--- src/rtl/p12_cfg_seq.sv ---
// p12_cfg_seq: configuration sequencer for the rotating-tile fabric.
// Shifts CHAIN_LEN command bits into the tile scan chain, pulses the selected
// v/h/d latch enables for the first half of one cycle, then drops the
// loop-breaker hold.
// Optional feature: define P12_CFG_READBACK_EN to stream the previous chain
// contents out on rd_valid/rd_data while a new load shifts in.
module p12_cfg_seq #(
  parameter int CHAIN_LEN = 144
) (
  input  logic       clk,
  input  logic       rst_n,
  input  logic       cmd_valid,
  output logic       cmd_ready,
  input  logic [2:0] cmd_sel,
  input  logic       bit_valid,
  output logic       bit_ready,
  input  logic       bit_data,
  input  logic       scan_in,
  output logic       scan_se,
  output logic       scan_sc,
  output logic       lat_v,
  output logic       lat_h,
  output logic       lat_d,
  output logic       lb,
  output logic       busy,
  output logic       done,
  output logic       err,
  output logic       rd_valid,
  output logic       rd_data
);

  localparam int CNT_W = $clog2(CHAIN_LEN + 1);
  localparam logic [CNT_W-1:0] LAST = CNT_W'(CHAIN_LEN - 1);

  typedef enum logic [1:0] {IDLE, SHIFT, LATCH, RELEASE} state_t;

  state_t           state, state_nxt;
  logic [2:0]       sel_q;
  logic [CNT_W-1:0] cnt_q;
  logic             accept;

  // registered outputs and their next values
  logic se_q, se_nxt;
  logic bit_ready_q, bit_ready_nxt;
  logic cmd_ready_q, cmd_ready_nxt;
  logic busy_q, busy_nxt;
  logic done_q, done_nxt;
  logic lb_q, lb_nxt;
  logic err_q;

  // latch-enable half-cycle pulse: posedge flop AND NOT negedge copy
  logic [2:0] lat_p, lat_p_nxt, lat_n;

  assign accept = (state == IDLE) && cmd_valid;

  // state register
  always_ff @(posedge clk or negedge rst_n) begin
    if (!rst_n) state <= IDLE;
    else        state <= state_nxt;
  end

  // next-state logic; a missing bit in SHIFT aborts straight back to IDLE
  always_comb begin
    state_nxt = state;
    unique case (state)
      IDLE:    if (cmd_valid) state_nxt = SHIFT;
      SHIFT: begin
        if (!bit_valid)        state_nxt = IDLE;
        else if (cnt_q == LAST) state_nxt = LATCH;
      end
      LATCH:   state_nxt = RELEASE;
      RELEASE: state_nxt = IDLE;
      default: state_nxt = IDLE;
    endcase
  end

  // next values of the registered outputs, decoded from the next state
  always_comb begin
    se_nxt        = (state_nxt == SHIFT) || (state_nxt == LATCH);
    bit_ready_nxt = (state_nxt == SHIFT);
    cmd_ready_nxt = (state_nxt == IDLE);
    busy_nxt      = (state_nxt != IDLE);
    done_nxt      = (state_nxt == RELEASE);
    lat_p_nxt     = (state_nxt == LATCH) ? sel_q : 3'b000;
    lb_nxt        = lb_q;
    if (accept)                       lb_nxt = 1'b1;
    else if (state_nxt == RELEASE)    lb_nxt = 1'b0;
  end

  // output registers
  always_ff @(posedge clk or negedge rst_n) begin
    if (!rst_n) begin
      se_q        <= 1'b0;
      bit_ready_q <= 1'b0;
      cmd_ready_q <= 1'b1;
      busy_q      <= 1'b0;
      done_q      <= 1'b0;
      lb_q        <= 1'b1;
      lat_p       <= 3'b000;
    end else begin
      se_q        <= se_nxt;
      bit_ready_q <= bit_ready_nxt;
      cmd_ready_q <= cmd_ready_nxt;
      busy_q      <= busy_nxt;
      done_q      <= done_nxt;
      lb_q        <= lb_nxt;
      lat_p       <= lat_p_nxt;
    end
  end

  // command capture, shift counter and sticky underrun flag
  always_ff @(posedge clk or negedge rst_n) begin
    if (!rst_n) begin
      sel_q <= 3'b000;
      cnt_q <= '0;
      err_q <= 1'b0;
    end else if (accept) begin
      sel_q <= cmd_sel;
      cnt_q <= '0;
      err_q <= 1'b0;
    end else if (state == SHIFT) begin
      if (bit_valid) cnt_q <= cnt_q + CNT_W'(1);
      else           err_q <= 1'b1;
    end
  end

  // negedge copy closes the latch pulse halfway through the LATCH cycle
  always_ff @(negedge clk or negedge rst_n) begin
    if (!rst_n) lat_n <= 3'b000;
    else        lat_n <= lat_p;
  end

  // scan data: config bit while shifting, recirculate during LATCH, else 0
  always_comb begin
    scan_sc = 1'b0;
    if (state == SHIFT)      scan_sc = bit_valid & bit_data;
    else if (state == LATCH) scan_sc = scan_in;
  end

`ifdef P12_CFG_READBACK_EN
  logic rd_valid_q, rd_data_q;

  // capture the chain tail on every accepted shift cycle
  always_ff @(posedge clk or negedge rst_n) begin
    if (!rst_n) begin
      rd_valid_q <= 1'b0;
      rd_data_q  <= 1'b0;
    end else begin
      rd_valid_q <= (state == SHIFT) && bit_valid;
      if ((state == SHIFT) && bit_valid) rd_data_q <= scan_in;
    end
  end

  assign rd_valid = rd_valid_q;
  assign rd_data  = rd_data_q;
`else
  assign rd_valid = 1'b0;
  assign rd_data  = 1'b0;
`endif

  assign {lat_v, lat_h, lat_d} = lat_p & ~lat_n;
  assign scan_se   = se_q;
  assign bit_ready = bit_ready_q;
  assign cmd_ready = cmd_ready_q;
  assign busy      = busy_q;
  assign done      = done_q;
  assign lb        = lb_q;
  assign err       = err_q;

endmodule

--- config.mk ---
export PLATFORM = sky130hd
export DESIGN_NAME = p12_cfg_seq
export DESIGN_NICKNAME = d
export VERILOG_FILES = /design/src/rtl/p12_cfg_seq.sv
export SDC_FILE = /design/constraint.sdc
export NUM_CORES = 1
export LEC_CHECK = 0
export CORE_MARGIN = 10
export CORE_UTILIZATION = 50
export CTS_BUF_LIST = sky130_fd_sc_hd__clkbuf_4
export DETAILED_ROUTE_END_ITERATION = 10
export DONT_BUFFER_PORTS = 1
export PLACE_DENSITY_LB_ADDON = 0.2
export REMOVE_ABC_BUFFERS = 1
export SLEW_MARGIN = 0
export SYNTH_ARGS = -nofsm -noshare
export SYNTH_HDL_FRONTEND = slang
export SYNTH_SLANG_ARGS = --single-unit
export TNS_END_PERCENT = 1
--- constraint.sdc ---
create_clock -name clk -period 2.2 [get_ports clk]
set_clock_uncertainty 0.2 [all_clocks]
set_input_delay 0.55 -clock clk [delete_from_list [all_inputs] [get_ports clk]]
set_output_delay 0.55 -clock clk [all_outputs]
set_load 0.1 [all_outputs]
==> metrics <==
most common cell in the netlist dfrtp_1; CORE AREA 0.00221 mm²; DRC violations left 0; share of the synthesized area in the top cell type approximately 45%; CTS tree done; die area 0.00467 mm²; # fillers roughly 200; Yosys warnings 0; H-tree depth 1; Worst-path clk slew 0.14 ns; ys flop type dfrtp_1; leading post-synthesis cells by cell area dfrtp_1, dfrtn_1, ha_1; Arr. time, crit path 2.11 ns; clk sinks 26; Mapped Cells 102; Area after DPL 0.00132 mm²; CTS Buffer Depth 2; worst slew pin tran 1.00 ns; Finished Core Util 62.6%; synth cell count leaders dfrtp_1, nor2_1, o21ai_0; NetSw 0.359 mW; FP Rows 17; area leader, netlist dfrtp_1; Seq cells post-synth 26; maxcap violations 0; combinational power share 21.0%; worst skew pair latency 0.31 ns; drt via density 5.33; area of the multi-input gates between 400 and 500 µm²; Setup CP Type flip-flop to primary output; RSZ-0062 raised after global routing true; number of routed nets with antenna violations 0; final setup fails 3; Design Area, Final between 0.001 and 0.0015 mm²; drt initial violations 13; Boundary Pins 22; Seq/Total Area, Yosys 55.8%; routed vias 757; violated checks setup timing; layout cells sized above 1 a little over a quarter; Post-synth ARST share 100%; DIE HEIGHT 68.4 µm; register area 656 µm²; wire length per cell 15.8 µm; syn_area_per_cell 11.5 µm²; Hold Vio Cnt, Final 0; CTS Root Cell clkbuf_4; Pins Over Slew Limit 0; first-pass GRT wire length between 3000 and 4000 µm; number of global-route vias before repair between 800 and 900; worst endpoint required time 1.45 ns; Global Route Usage Sum approximately a tenth; Critical Path Source Type flip-flop; GPL Wtd Cong 0.755; Die Wd 68.4 µm; worst-path maximum fanout 1; status finished, violations left; count of cell types in the netlist 36; Reg power frac 50.7%; Hold Path Class primary input to flip-flop; Final Net Count 129; DP Wirelength between 1500 and 2000 µm; First-pass DRT Iterations 4; total power 1.13 mW; slew margin rel. 32.9%; largest net degree at the start of global routing 24; Initial Util 52.9%; Post-Syn Area roughly 0.0012 mm²; gr ovfl total 0; Clock power frac 28.3%; VDD IR max ~570 µV; Power Dens Cells between 800 and 900 mW/mm²; # diodes 0; EDFF count, synth 0; final worst setup slack -0.660 ns; CTS buffer count 3; Static Leak about 0.64 nW; WHS 0.178 ns; Setup crit end kind primary output; Port Buf Inserts 0; switching part of the total 31.8%; final setup TNS -1.97 ns; DRT Wirelength approximately 2200 µm; Pint 0.769 mW; Area Growth Syn to Fin 18.4%; antenna violations before repair 0
[flip-flops by register name, summed over array words and instances (netlist names)]
| register | count |
|---|---|
| bit_ready | 1 |
| busy | 1 |
| cmd_ready | 1 |
| cnt_q | 8 |
| done | 1 |
| err | 1 |
| lat_n | 3 |
| lat_p | 3 |
| lb | 1 |
| scan_se | 1 |
| sel_q | 3 |
| state | 2 |
[metrics by stage]
stage | cells | worst slack (ns)
floorplan | 98 | -1.29
CTS | 142 | -0.685
global placement | 137 | -0.305
global route | 142 | -0.712
finish | 142 | -0.660
detailed placement | 137 | -0.338
[routing by layer]
metal | track usage, % | routed length [µm] | vias to the layer above
met2 | 17.6 | 1130 | 12
met1 | 11.5 | 936 | 369
met3 | 3.92 | 166 | 2
met5 | 0 | 0 | -
li1 | - | - | 374
met4 | 3.02 | 13 | 0
[cell usage in the layout, fill, tap and decap left out, types with 2 or more instances in the layout]
master	instances
dfrtp_1	19
buf_4	7
nor2_1	6
inv_1	5
nand2_1	5
a21oi_1	5
o21ai_0	5
ha_1	5
nor2b_2	4
buf_12	4
nand3_1	3
and2_1	3
mux2_2	3
clkbuf_4	3
dfrtn_1	3
o31ai_1	2
or4_1	2
or3_1	2
mux2i_1	2
o2bb2ai_1	2
conb_1	2
dfstp_2	2
dfrtp_2	2
[worst max-delay path: stages, from the launching register on]
cell	delay [ns]
dfrtn_1	0.36
nor2b_2	0.16
buf_12	0.19
[power groups by stage]
stage	Combinational [mW]	Sequential [mW]	Clock, mW
after global routing	0.255	0.578	0.342
after CTS	0.240	0.572	0.327
after detailed placement	0.229	0.580	0
after global placement	0.224	0.579	0
final	0.237	0.572	0.319
after floorplan	0.0908	0.664	0
[final timing paths]
kind                       startpoint  endpoint  slack, ns  depth (start not counted)
max                          lat_n[2]     lat_v      -0.66                          2
min                        cmd_sel[0]  sel_q[0]       0.18                          1
max reg2reg                  cnt_q[5]  lat_p[0]       0.21                          5
min reg2reg                  sel_q[1]  lat_p[1]       0.29                          1
max in group asynchronous       rst_n  state[1]       0.49                          1
min in group asynchronous       rst_n  cnt_q[5]       0.64                          1
[cells by family (layout without fill, tap and decap cells)]
kind of cell / after synthesis / in the layout / synth area share [%]
buffers and inverters: 10 / 21 / 4.60
and+or+nand+nor: 34 / 34 / 17.6
muxes: 5 / 5 / 4.60
adders and majority gates: 5 / 5 / 5.35
DFF: 26 / 26 / 55.8
AOI/OAI and AO/OA: 21 / 21 / 11.7
other: 1 / 2 / 0.321
[area by class of cell]
cell class	count	area share [%]
Timing Repair Buffer	12	10.3
Clock buffer	3	1.63
Multi-Input combinational cell	67	34.7
Tap cell	28	2.53
Sequential cell	26	47.3
Clock inverter	1	2.17
Inverter	5	1.36
[repair_timing]
action	CTS	global route
hold buffers	1	0
gates cloned	0	0
gates resized for setup	1	2
endpoints found under the hold margin	23	0
setup buffers	0	0
endpoints found under the setup margin	4	4
Note: power is estimated with default switching activity, not from simulation.
